### src/rtl/div47_pkg.sv
// Shared constants and FSM state type for the constant-47 dividend reconstructor.
package div47_pkg;
    localparam int D_W      = 36;
    localparam int Q_W      = 31;
    localparam int R_W      = 6;
    localparam int CHUNK_W  = 9;
    localparam int DIVISOR  = 47;
    localparam int N_CHUNKS = D_W / CHUNK_W;
    localparam int CNT_W    = (N_CHUNKS > 1) ? $clog2(N_CHUNKS) : 1;

    typedef enum logic [1:0] {
        IDLE = 2'd0,
        RUN  = 2'd1,
        DONE = 2'd2
    } state_t;
endpackage

### src/rtl/div47_chunk_mac.sv
// One digit of the serial multiply-accumulate: {carry_out, d_chunk} = q_chunk*DIVISOR + carry_in.
module div47_chunk_mac
    import div47_pkg::*;
(
    input  logic [CHUNK_W-1:0] q_chunk,
    input  logic [R_W-1:0]     carry_in,
    output logic [CHUNK_W-1:0] d_chunk,
    output logic [R_W-1:0]     carry_out
);
    localparam int SUM_W = CHUNK_W + R_W;

    logic [SUM_W-1:0] sum;

    // Even with carry_in at its 6-bit maximum the high part stays below 2^R_W.
    assign sum       = SUM_W'(q_chunk) * SUM_W'(DIVISOR) + SUM_W'(carry_in);
    assign d_chunk   = sum[CHUNK_W-1:0];
    assign carry_out = sum[SUM_W-1:CHUNK_W];
endmodule

### src/rtl/div47_recon_serial.sv
// Digit-serial (LSB-first, CHUNK_W bits/cycle) rebuild of dividend = q*47 + r.
// Optional range check on err enabled by defining DIV47_RECON_CHECK_EN.
module div47_recon_serial
    import div47_pkg::*;
(
    input  logic           clk,
    input  logic           rst_n,
    input  logic           in_valid,
    output logic           in_ready,
    input  logic [Q_W-1:0] q_in,
    input  logic [R_W-1:0] r_in,
    output logic           out_valid,
    input  logic           out_ready,
    output logic [D_W-1:0] d_out,
    output logic           err
);
    state_t             state, state_nxt;
    logic [D_W-1:0]     q_sr;
    logic [D_W-1:0]     res;
    logic [R_W-1:0]     carry;
    logic [CNT_W-1:0]   cnt;
    logic               ld;
    logic               step_en;
    logic               last;
    logic [CHUNK_W-1:0] d_chunk;
    logic [R_W-1:0]     carry_out;

    assign last = (cnt == CNT_W'(N_CHUNKS - 1));

    always_ff @(posedge clk or negedge rst_n) begin
        if (!rst_n) state <= IDLE;
        else        state <= state_nxt;
    end

    always_comb begin
        state_nxt = state;
        ld        = 1'b0;
        step_en   = 1'b0;
        case (state)
            IDLE: begin
                if (in_valid) begin
                    ld        = 1'b1;
                    state_nxt = RUN;
                end
            end
            RUN: begin
                step_en = 1'b1;
                if (last) state_nxt = DONE;
            end
            DONE: begin
                if (out_ready) state_nxt = IDLE;
            end
            default: state_nxt = IDLE;
        endcase
    end

    div47_chunk_mac u_mac (
        .q_chunk   (q_sr[CHUNK_W-1:0]),
        .carry_in  (carry),
        .d_chunk   (d_chunk),
        .carry_out (carry_out)
    );

    // Result fills from the top so the first (least significant) chunk ends at bit 0.
    always_ff @(posedge clk or negedge rst_n) begin
        if (!rst_n) begin
            q_sr  <= '0;
            res   <= '0;
            carry <= '0;
            cnt   <= '0;
        end else if (ld) begin
            q_sr  <= {{(D_W-Q_W){1'b0}}, q_in};
            carry <= r_in;
            cnt   <= '0;
        end else if (step_en) begin
            q_sr  <= q_sr >> CHUNK_W;
            res   <= {d_chunk, res[D_W-1:CHUNK_W]};
            carry <= carry_out;
            cnt   <= cnt + 1'b1;
        end
    end

    assign in_ready  = (state == IDLE);
    assign out_valid = (state == DONE);
    assign d_out     = res;

`ifdef DIV47_RECON_CHECK_EN
    logic r_bad;

    // A nonzero final carry means q*47+r overflowed D_W bits.
    always_ff @(posedge clk or negedge rst_n) begin
        if (!rst_n) begin
            r_bad <= 1'b0;
            err   <= 1'b0;
        end else begin
            if (ld)
                r_bad <= ({1'b0, r_in} >= (R_W+1)'(DIVISOR));
            if (step_en && last)
                err <= r_bad || (carry_out != '0);
            else if ((state == DONE) && out_ready)
                err <= 1'b0;
        end
    end
`else
    assign err = 1'b0;
`endif
endmodule

### config.mk
export PLATFORM = sky130hd
export DESIGN_NAME = div47_recon_serial
export DESIGN_NICKNAME = d
export VERILOG_FILES = /design/src/rtl/div47_pkg.sv /design/src/rtl/div47_chunk_mac.sv /design/src/rtl/div47_recon_serial.sv
export SDC_FILE = /design/constraint.sdc
export NUM_CORES = 1
export LEC_CHECK = 0
export ABC_AREA = 1
export CORE_MARGIN = 3
export CORE_UTILIZATION = 58
export DETAILED_ROUTE_END_ITERATION = 8
export PLACE_DENSITY = 0.86
export SETUP_SLACK_MARGIN = 0.05
export SLEW_MARGIN = 20
export SYNTH_ARGS = -nofsm -noshare
export SYNTH_HDL_FRONTEND = slang
export SYNTH_SLANG_ARGS = --single-unit
### constraint.sdc
create_clock -name clk -period 6.13 [get_ports clk]
set_clock_uncertainty 0.1 [all_clocks]
set_input_delay 0.613 -clock clk [delete_from_list [all_inputs] [get_ports clk]]
set_output_delay 0.613 -clock clk [all_outputs]
set_load 0.02 [all_outputs]
After elaboration in Yosys (flattened, before gate mapping)
Index checks and enable logic that the tools add are counted.
Storage, ports and cells
  register bits after elaboration: 82
  bits in latches: 0
  bits in writable memories: 0
  ROM bits: 0
  bits of input ports: 41
  output and inout bits: 39
  logic and storage cells: 32
  memories: 0
Operators by class
  add/sub/neg operators: 2
  multiply operators: 1
  div/mod/pow operators: 0
  order comparisons: 0
  eq/ne operators: 6
  shift operators: 0
  multiplexer cells: 13
  bitwise logic cells: 1
  reduce and logical (&&, ||, !) cells: 4
Operators by type and width (number)
  36-bit 2-to-1 mux: 2
  15-bit by 6-bit adder with 15-bit output: 1
  9-bit by 6-bit multiplier with 15-bit output, second input constant: 1
  6-bit 2-to-1 mux: 2
  2-bit 2-to-1 mux: 5
  2-bit case mux with 3 select lines: 1
  2-bit == test, second input constant: 2
  2-bit != test, second input constant: 2
  1-bit 2-to-1 mux: 3
  3-bit AND reduction: 1
  2-bit by 1-bit adder with 2-bit output, second input constant: 1
  2-bit by 1-bit == test with 1-bit output, second input constant: 1
  2-bit logical NOT: 1
  2-bit by 1-bit != test with 1-bit output, second input constant: 1
  2-bit AND reduction: 1
  2-bit nonzero test: 1
  1-bit inverter: 1

Depth between registers and ports, before layout
  depth after elaboration: 4
  depth in mapped cells: 19
  gate-level depth less buffers: 19

Hierarchy
From an unflattened synthesis, not the netlist that was laid out.
Second synthesis, totals
  cells, all modules: 565
  area total of the unflattened synthesis: 4793.3 um2
Modules (own cells, without submodules)
  div47_recon_serial: times used 1, cells an instance 353, area an instance 3150.5 um2, sequential area each 1926.8 um2
  div47_chunk_mac: times used 1, cells an instance 212, area an instance 1642.8 um2, sequential area each 0.0 um2

Least setup slack after synthesis
No wires, ideal clock.
  path type: register -> register
  start point: register q_sr[5]
  end point: register carry[5]
  setup time: 0.116 ns
  arrival time: 3.383 ns
  required time: 5.914 ns
  path slack: 2.530 ns
  stages on the path, launching flop included: 20
  path buffers: 0
  period minus slack after synthesis: 3.600 ns
  path through: dfrtp_1 inv_1 fa_1 inv_1 fa_1 inv_1 fa_1 inv_1 ha_1 ha_1 nand2_1 nand2_1 nand2_1 nand2_1 a21oi_1 nand2_1 nand2_1 nand3_1 nand2_1 nand2_1
Between the ends
  cells in the longest elaborated chain, start to end: 4
RTL lines
  from (decl): RTL line div47_recon_serial.sv:18  | logic [D_W-1:0] q_sr;
  from (signal assigned): RTL line div47_recon_serial.sv:72  | q_sr <= {{(D_W-Q_W){1'b0}}, q_in};
  from (signal assigned): RTL line div47_recon_serial.sv:76  | q_sr <= q_sr >> CHUNK_W;
  9-bit by 6-bit multiplier with 15-bit output: RTL line div47_chunk_mac.sv:15  | assign sum = SUM_W'(q_chunk) * SUM_W'(DIVISOR) + SUM_W'(carry_in);
  15-bit by 6-bit adder with 15-bit output: RTL line div47_chunk_mac.sv:15
  6-bit 2-to-1 mux: RTL line div47_recon_serial.sv:75  | end else if (step_en) begin
  6-bit 2-to-1 mux: RTL line div47_recon_serial.sv:71  | end else if (ld) begin
  to (signal assigned): RTL line div47_recon_serial.sv:73  | carry <= r_in;
  to (signal assigned): RTL line div47_recon_serial.sv:78  | carry <= carry_out;
  to (decl): RTL line div47_recon_serial.sv:20  | logic [R_W-1:0] carry;
Every way passes these cells. The select of a mux whose other input is x is not followed.
A chain may end at the register's enable or synchronous reset.

Worst setup path in the final report
  start point: register q_sr[2]
  end point: register res[34] (netlist: d_out[34])
Between the ends
  cells in the longest elaborated chain, start to end: 2
RTL lines
  9-bit by 6-bit multiplier with 15-bit output: RTL line div47_chunk_mac.sv:15
  15-bit by 6-bit adder with 15-bit output: RTL line div47_chunk_mac.sv:15
  to (signal assigned): RTL line div47_recon_serial.sv:77  | res <= {d_chunk, res[D_W-1:CHUNK_W]};
  to (decl): RTL line div47_recon_serial.sv:19  | logic [D_W-1:0] res;
Every way passes these cells.

==> impl_metrics.tcl <==
set metrics [dict create \
    outcome "complete, no violations" \
    crit_family "adder cells" \
    worst_path_max_delay_cell "fa_1" \
    rows 32 \
    yosysSeqAreaShare 0.402 \
    finalSetupTns_ns 0 \
    drtAntennaViolNets 0 \
    mostFrequentLayoutCells "nand2_1, inv_1, dfrtp_1, clkdlybuf4s50_1, ha_1" \
    r2r-start "q_sr[2]$_DFFE_PN0P_" \
    cts.repair.resized 0 \
    start_kind "flip-flop" \
    period_share 0.653 \
    synth_fp_nets 645 \
    worstSetupPathType "flip-flop to flip-flop" \
    hold_path_class "input pin to asynchronous set/reset pin" \
    holdWs_ns 0.297 \
    grt_pass1_wl_um 17600 \
    avgViaCountPerCell 5.38 \
    rsz0062_at_grt "no" \
    grt_usage 0.230 \
    hold_buffers 0 \
    first_pass_iters 5 \
    worst_path_largest_cell_delay_ns 0.56 \
    critPathCaptureType "flip-flop" \
    dpl_worst_slack_ns 2.16 \
    r2r_slack_ns 2.13 \
    dr.first_iter.drc_count 172 \
    dieArea_um2 9400 \
    syn-instance-count 538 \
    final_common_cell "nand2_1" \
    cts_buffer_depth 2 \
    antenna_found_initial 0 \
    die_width_um 96.9 \
    clk_pin_slew_ns 0.08 \
    slew_headroom 0.366 \
    finalMaxSlewViolations 0 \
    grt_pass1_vias 3823 \
    fillers 576 \
    htreeDepth 3 \
    post_cts_buffers 0 \
    fp.dieH_um 96.9 \
    critPathRequiredTime_ns 6.22 \
    clock-sinks 77 \
    routed_wl_um 10500 \
    drive_gt1_frac 0.0440 \
    rr_worst_depth 14 \
    routedWlPerCell_um 14.6 \
    start_util 0.608 \
    drc 0 \
    syn_area_um2 4800 \
    cts_buffers 9 \
    min_period_ns 4.00 \
    maxCapViolCount 0 \
    diodes 0 \
    hpwl_um 7830 \
    yosysTopAreaCellShare 0.402 \
    cp_num_cells 14 \
    final-setup-viol-count 0 \
    ios 80 \
    grt_max_degree 78 \
    synth_area_leaders "dfrtp_1, nand2_1, ha_1" \
    cts-root-buf "clkbuf_8" \
    clock.fmax_mhz 250 \
    yosys_warnings 0 \
    crit_fanout 5 \
    layout_setup_ws_ns 2.13 \
    final_net_count 716 \
    gr-total-overflow 0 \
    tightest_slew_ns 0.951 \
    cp.arrival_ns 4.09 \
    area_delta_synth_final_pct 22.0 \
    synth-seq-cells 77 \
    vias 3850 \
    core_um2 7890 \
    hold_violations 0 \
    synthDistinctLibCells 30 \
    synth_area_leader_cell "dfrtp_1" \
    r2r_end "d_out[34]$_DFFE_PN0P_" \
    syn_avg_cell_area_um2 8.92 \
    gp_congestion 0.887 \
    worstPathCellList "inv_1 > fa_1 > inv_1 > ha_1 > inv_1 > fa_1 > fa_1 > inv_1 > ha_1 > nand2_1 > nand3_1 > a21oi_1 > xor2_1 > o21ai_0" \
    clkLatencyLatePin_ns 0.35 \
    cts_tree "done" \
    io_buffers 78 \
    path_buf_inv 4 \
    cp_common_cell "inv_1" \
]
==> worst max path at each step <==
stage / from / to / slack, ns
2_1_floorplan: q_sr[5]$_DFFE_PN0P_ / carry[5]$_DFFE_PN0P_ / 2.53
3_3_place_gp: q_sr[2]$_DFFE_PN0P_ / d_out[34]$_DFFE_PN0P_ / 2.31
3_5_place_dp: q_sr[2]$_DFFE_PN0P_ / d_out[34]$_DFFE_PN0P_ / 2.16
4_1_cts: q_sr[2]$_DFFE_PN0P_ / d_out[34]$_DFFE_PN0P_ / 2.12
5_1_grt: q_sr[3]$_DFFE_PN0P_ / d_out[34]$_DFFE_PN0P_ / 1.92
6_report: q_sr[2]$_DFFE_PN0P_ / d_out[34]$_DFFE_PN0P_ / 2.13
==> synthesized netlist by cell type <==
| master | n |
|---|---|
| a32o_1 | 8 |
| xnor2_1 | 3 |
| nor2_8 | 1 |
| dfrtp_1 | 77 |
| o21ai_1 | 15 |
| clkbuf_1 | 3 |
| a22oi_1 | 13 |
| a22o_1 | 2 |
| nand2_1 | 164 |
| buf_1 | 1 |
| fa_1 | 24 |
| nand2_4 | 1 |
| o211ai_2 | 2 |
| ha_1 | 42 |
| conb_1 | 1 |
| nand3_1 | 15 |
| a21oi_1 | 10 |
| nor2_1 | 13 |
| nand4_1 | 2 |
| nor2_4 | 2 |
| inv_1 | 89 |
| o21ai_0 | 21 |
| buf_6 | 6 |
| inv_4 | 2 |
| o31ai_1 | 1 |
| buf_4 | 2 |
| o221ai_1 | 8 |
| inv_2 | 1 |
| buf_2 | 7 |
| xor2_1 | 2 |
==> cell type report <==
cell class / count / area (um2) / area share
well taps: 102 / 128 / 0.0218
flip-flops and latches: 77 / 1930 / 0.329
repair buffers: 79 / 806 / 0.138
clock inverters: 6 / 116 / 0.0199
multi-input cells: 350 / 2390 / 0.408
clock buffers: 10 / 138 / 0.0235
inverters: 92 / 350 / 0.0599
==> cells by family (layout without fill, tap and decap cells) <==
logic type               count (synthesis)  after routing  share of synthesized area
AND/OR/NAND/NOR                        198            198                      0.168
adder cells (fa/ha/maj)                 66             66                      0.210
flip-flops                              77             77                      0.402
buffers and inverters                  111            187                      0.101
AO/OA/AOI/OAI                           80             80                      0.110
XOR/XNOR                                 5              5                    0.00913
other                                    1              1                   0.000782
==> metrics by stage <==
step,utilization,area (um2),cells
global placement,0.706,5570,699
floorplan,-,4800,538
CTS,0.738,5820,715
finish,0.742,5850,716
detailed placement,0.706,5570,699
global route,0.742,5850,716
==> registers in the layout, summed over array words and instances (netlist names) <==
name   cells
q_sr      31
d_out     36
cnt        2
state      2
carry      6
==> routing by layer <==
| layer | vias up | wire length (um) | part of all wire | GRT usage |
|---|---|---|---|---|
| met5 | - | 0 | 0 | 0 |
| met4 | 0 | 208 | 0.020 | 0.0918 |
| met3 | 19 | 534 | 0.051 | 0.0303 |
| met2 | 119 | 5380 | 0.51 | 0.398 |
| met1 | 1854 | 4340 | 0.41 | 0.291 |
| li1 | 1858 | - | - | - |
Power is not shown: default switching activity piles up to over one toggle a cycle in this logic, so the estimate is an artifact.
